[src/rtl/muldiv_unit.sv]
// muldiv_unit: iterative 32-step shift-add multiplier / restoring divider driving HI/LO
module muldiv_unit #(
    parameter int bit_size = 32
) (
    input  logic                i_clk,
    input  logic                i_rst_n,
    input  logic                i_start,
    input  logic [1:0]          i_md_op,
    input  logic [bit_size-1:0] i_src1,
    input  logic [bit_size-1:0] i_src2,
    input  logic                i_hi_we,
    input  logic                i_lo_we,
    output logic                o_busy,
    output logic                o_done,
    output logic [bit_size-1:0] o_hi,
    output logic [bit_size-1:0] o_lo
);
    localparam int W = bit_size;
    localparam logic [1:0] S_IDLE = 2'd0;
    localparam logic [1:0] S_CALC = 2'd1;
    localparam logic [1:0] S_FIX  = 2'd2;

    logic [1:0]     r_state;
    logic [5:0]     r_cnt;
    logic           r_div;
    logic           r_neg;
    logic           r_neg_r;
    logic [W-1:0]   r_a;
    logic [W-1:0]   r_b;
    logic [2*W-1:0] r_acc;
    logic [W-1:0]   r_hi;
    logic [W-1:0]   r_lo;
    logic           r_done;

    logic           w_signed;
    logic           w_dz;
    logic           w_s1;
    logic           w_s2;
    logic [W-1:0]   w_op1;
    logic [W-1:0]   w_op2;
    logic [W:0]     w_sum;
    logic [W:0]     w_rsh;
    logic           w_ge;
    logic [W-1:0]   w_rdiff;
    logic [W-1:0]   w_rem;
    logic [2*W-1:0] w_prod_fix;
    logic [W-1:0]   w_q_fix;
    logic [W-1:0]   w_r_fix;

    // Operand conditioning at launch: magnitudes for signed ops; a zero divisor keeps the raw
    // dividend so the restoring loop naturally leaves remainder = src1 and quotient = all ones.
    always_comb begin
        w_signed = ~i_md_op[0];
        w_dz     = i_md_op[1] & (i_src2 == '0);
        w_s1     = w_signed & i_src1[W-1];
        w_s2     = w_signed & i_src2[W-1];
        w_op1    = (w_s1 && !w_dz) ? -i_src1 : i_src1;
        w_op2    = w_s2 ? -i_src2 : i_src2;
    end

    // One iteration step: shift-add for multiply, shift/trial-subtract for divide.
    always_comb begin
        w_sum   = {1'b0, r_acc[2*W-1:W]} + {1'b0, (r_b[0] ? r_a : {W{1'b0}})};
        w_rsh   = {r_acc[2*W-1:W], r_a[W-1]};
        w_ge    = w_rsh >= {1'b0, r_b};
        w_rdiff = w_rsh[W-1:0] - r_b;
        w_rem   = w_ge ? w_rdiff : w_rsh[W-1:0];
    end

    // Sign correction applied in FIX: product/quotient by sign xor, remainder by dividend sign.
    always_comb begin
        w_prod_fix = r_neg ? -r_acc : r_acc;
        w_q_fix    = r_neg ? -r_acc[W-1:0] : r_acc[W-1:0];
        w_r_fix    = r_neg_r ? -r_acc[2*W-1:W] : r_acc[2*W-1:W];
    end

    // Control FSM, iteration datapath and HI/LO registers; reset aborts any operation in flight.
    always_ff @(posedge i_clk or negedge i_rst_n) begin
        if (!i_rst_n) begin
            r_state <= S_IDLE;
            r_cnt   <= '0;
            r_div   <= 1'b0;
            r_neg   <= 1'b0;
            r_neg_r <= 1'b0;
            r_a     <= '0;
            r_b     <= '0;
            r_acc   <= '0;
            r_hi    <= '0;
            r_lo    <= '0;
            r_done  <= 1'b0;
        end else begin
            r_done <= (r_state == S_FIX);
            case (r_state)
                S_IDLE: begin
                    if (i_hi_we) r_hi <= i_src1;
                    if (i_lo_we) r_lo <= i_src1;
                    if (i_start) begin
                        r_div   <= i_md_op[1];
                        r_neg   <= (w_s1 ^ w_s2) & ~w_dz;
                        r_neg_r <= i_md_op[1] & w_s1 & ~w_dz;
                        r_a     <= w_op1;
                        r_b     <= w_op2;
                        r_acc   <= '0;
                        r_cnt   <= '0;
                        r_state <= S_CALC;
                    end
                end
                S_CALC: begin
                    r_cnt <= r_cnt + 6'd1;
                    if (r_div) begin
                        r_acc <= {w_rem, r_acc[W-2:0], w_ge};
                        r_a   <= {r_a[W-2:0], 1'b0};
                    end else begin
                        r_acc <= {w_sum, r_acc[W-1:1]};
                        r_b   <= {1'b0, r_b[W-1:1]};
                    end
                    if (r_cnt == 6'(W - 1)) r_state <= S_FIX;
                end
                S_FIX: begin
                    r_hi    <= r_div ? w_r_fix : w_prod_fix[2*W-1:W];
                    r_lo    <= r_div ? w_q_fix : w_prod_fix[W-1:0];
                    r_state <= S_IDLE;
                end
                default: r_state <= S_IDLE;
            endcase
        end
    end

    assign o_busy = (r_state != S_IDLE);
    assign o_done = r_done;
    assign o_hi   = r_hi;
    assign o_lo   = r_lo;
endmodule
[config.mk]
export PLATFORM = sky130hd
export DESIGN_NAME = muldiv_unit
export DESIGN_NICKNAME = d
export VERILOG_FILES = /design/src/rtl/muldiv_unit.sv
export SDC_FILE = /design/constraint.sdc
export NUM_CORES = 1
export LEC_CHECK = 0
export ABC_AREA = 1
export BUFFER_PORTS_ARGS = -buffer_cell sky130_fd_sc_hd__buf_2
export CORE_MARGIN = 8
export CORE_UTILIZATION = 35
export CTS_CLUSTER_SIZE = 40
export DETAILED_ROUTE_END_ITERATION = 8
export SLEW_MARGIN = 0
export SYNTH_ARGS = -nofsm -noshare
export SYNTH_HDL_FRONTEND = slang
export SYNTH_SLANG_ARGS = --single-unit
[constraint.sdc]
create_clock -name i_clk -period 2.47 [get_ports i_clk]
set_clock_uncertainty 0.1 [all_clocks]
set_input_delay 0.494 -clock i_clk [delete_from_list [all_inputs] [get_ports i_clk]]
set_output_delay 0.494 -clock i_clk [all_outputs]
set_load 0.02 [all_outputs]
==> results.py <==
metrics = {
    "cts": {
        "cts_max_path_buffers": 3,
        "tritoncts": "yes",
        "htreeDepth": 1,
        "root_buffer": "clkbuf_16",
        "clock_sinks": 204,
        "clk_pin_slew_ns": 0.06,
        "clkLatencyLatePin_ns": 0.58,
        "cts_buffers": 26,
    },
    "timing": {
        "max_slew.worst_pin.slew_ns": 0.718,
        "grt_setup_unrepaired": "yes",
        "hold_violations": 0,
        "period_share_pct": 104,
        "max_slew_margin_pct": 52.1,
        "finalWorstSetupSlack_ns": -0.0874,
        "fin_tns_setup_ns": -0.291,
        "fin_hold_ws_ns": 0.163,
        "max_freq_mhz": 391,
        "finalMaxSlewViolations": 0,
        "finalSetupViolations": 10,
        "timing.final.crit_period_ns": 2.56,
    },
    "global_routing": {
        "antenna_found_initial": 0,
        "track_usage_pct": 26.4,
        "first_global_vias": 20900,
        "grt_max_degree": 61,
        "grt_pass1_wl_um": 124000,
        "overflow": 0,
    },
    "layout": {
        "n_antenna_cell": 0,
        "layout-drive-gt1-share_pct": 27.6,
        "design_area_mm2": 0.0252,
        "layout.cells.non_filler": 4133,
        "syn2layout_area_growth_pct": 37.9,
        "fin_nets": 3577,
        "utilization_pct": 49.0,
    },
    "floorplanning": {
        "fp-row-count": 83,
        "die_area_mm2": 0.0598,
        "num_io_pins": 137,
        "die_w_um": 245,
        "coreArea_mm2": 0.0515,
        "start_util_pct": 35.5,
        "die_h_um": 245,
    },
    "drt": {
        "drtIter0Drc": 2517,
        "ant_nets": 0,
        "wirelength_um": 83200,
        "firstDrtPassIters": 7,
        "vias_per_cell": 5.38,
        "via_count": 22200,
        "routedWlPerCell_um": 20.1,
        "drc": 0,
    },
    "setup_path": {
        "reg2reg_from": "r_b[0]",
        "critPathCapture": "r_acc[57]",
        "critPathLaunchType": "register",
        "crit_fanout": 9,
        "arrival_ns": 2.89,
        "ff2ff_path_depth": 17,
        "cp.required_ns": 2.81,
        "r2r_end": "r_acc[57]",
        "r2r_slack_ns": -0.09,
        "worst-setup-path-type": "reg2reg",
        "crit_path_end_kind": "register",
        "cp-startpoint": "r_b[0]",
    },
    "synthesis": {
        "syn_avg_cell_area_um2": 6.15,
        "synth_top_cell_by_area": "dfrtp_1",
        "netlist_area_mm2": 0.0183,
        "synth_area_leaders": "dfrtp_1, nand2_1, nor2_1, nand3_1, inv_1",
        "synthMuxAreaShare_pct": 0,
        "ys_seq_elements": 204,
        "synth_top_family_by_area": "simple AND/OR/NAND/NOR gates",
        "ys_seq_area_share_pct": 27.9,
        "synth_flop_cell": "dfrtp_1",
        "synth_most_common_cell": "nand2_1",
        "synth_compound_area_share_pct": 16.5,
        "syn-num-nets": 3120,
        "synth_edf_count": 0,
        "async_flop_share_pct": 100,
        "synthCells": 2977,
        "synth_warnings": 0,
        "synth_top_area_share_pct": 27.9,
        "synth_common_cells": "nand2_1, nor2_1, inv_1",
        "synth-simple-area-share_pct": 38.8,
        "synth_adder_area_share_pct": 5.01,
        "synth-xor-area-share_pct": 2.39,
        "synth.distinct_cells": 54,
    },
    "place": {
        "gp_congestion": 1.00,
        "dp_cells": 4050,
        "portBuffers": 136,
        "post-place-ws_ns": -0.291,
        "place_area_mm2": 0.0222,
        "hpwlAfterDp_um": 65400,
    },
    "pwr": {
        "peakVddDrop_v": 0.000795,
        "leakage_nw": 12.4,
        "powerDensity_mw_per_mm2": 1620,
        "power.total_mw": 40.9,
    },
    "status": {
        "status": "complete, but fails checks",
        "violations": "negative setup slack",
    },
    "run": {
        "maxCapViolations": 0,
    },
    "hold_path": {
        "hold_class": "in2reg",
    },
}
## where the power goes
group	total, mW	internal, mW	leakage (nW)	switching [mW]
Combinational	30.7	12.1	9.46	18.7
Sequential	6.08	4.81	2.51	1.28
Clock	4.06	2.38	0.434	1.68
Total	40.9	19.2	12.4	21.6
## worst min-delay path by stage
stage,end,from,depth (start not counted),slack (ns)
after floorplan,o_done,i_rst_n,0,0.1
after global placement,r_acc[53],i_rst_n,1,0.35
final,o_lo[0],i_src1[0],3,0.16
after global routing,o_hi[0],i_src1[0],3,0.16
after detailed placement,r_acc[38],i_rst_n,1,0.34
after CTS,o_lo[0],i_src1[0],3,0.13
## critical path: stages, from the launching register on
cell	delay [ns]
dfrtp_2	0.44
buf_12	0.16
clkbuf_16	0.16
nand2_2	0.07
inv_2	0.05
ha_4	0.30
nand2_4	0.08
nor2_4	0.10
inv_2	0.05
buf_4	0.13
nor4_2	0.20
nand2_1	0.14
nand3_2	0.10
nand3_2	0.10
nand2_4	0.10
inv_2	0.05
nand2_2	0.06
nand2_1	0.05
## state kept, by name (all words and copies together) (netlist names)
name     flops
o_done       1
r_b         32
r_a         32
r_neg        1
r_state      2
r_cnt        6
r_neg_r      1
o_lo        32
r_acc       64
r_div        1
o_hi        32
## layer usage
| metal | global-route usage (%) | vias up | wire length (um) |
|---|---|---|---|
| li1 | - | 10700 | - |
| met1 | 35.4 | 10400 | 35100 |
| met2 | 42.2 | 934 | 37800 |
| met3 | 3.64 | 205 | 6350 |
| met4 | 11.1 | 0 | 3980 |
| met5 | 0 | - | 0 |
## layout by cell type (no fill, tap or decap), types with 20 or more instances in the layout
master,synthesis,routed
buf_4,3,357
nor2_4,7,26
nand3_1,286,249
ha_1,70,21
nand2_1,863,796
inv_1,330,304
clkbuf_16,0,27
xor2_1,26,24
o211ai_1,22,22
ha_4,0,47
a31oi_1,27,27
xnor2_1,24,20
buf_2,11,135
a21oi_2,3,38
nand4_1,32,32
inv_2,17,43
o221ai_1,34,34
nor2_2,15,36
nand3_2,5,36
nand2_2,7,59
nor3_1,27,23
o21ai_0,180,156
nor2_1,413,373
dfrtp_1,204,190
a21oi_1,167,122
o21ai_1,21,32
## cell families after synthesis
logic type,count (synthesis)
compound gates,517
flops,204
xor+xnor,50
fa+ha+maj,72
simple gates,1692
buf+inv,442
## cell type report
class / instances / area (um^2)
multi-input combinational: 2331 / 13200
inverter: 350 / 1310
clock buffer: 32 / 713
timing repair buffer: 521 / 3850
sequential: 204 / 5120
clock inverter: 15 / 184
tap: 680 / 851
fill: 5251 / 26300
## repair_timing
action                                  CTS  global route
setup buffers                            15            18
hold endpoints to repair                 37             0
hold buffers                              1             0
pin swaps                                36            71
cloned                                    2             2
endpoints found under the setup margin   33            54
resized for setup                       178           219
No activity file was read; power rests on OpenSTA's default activity.
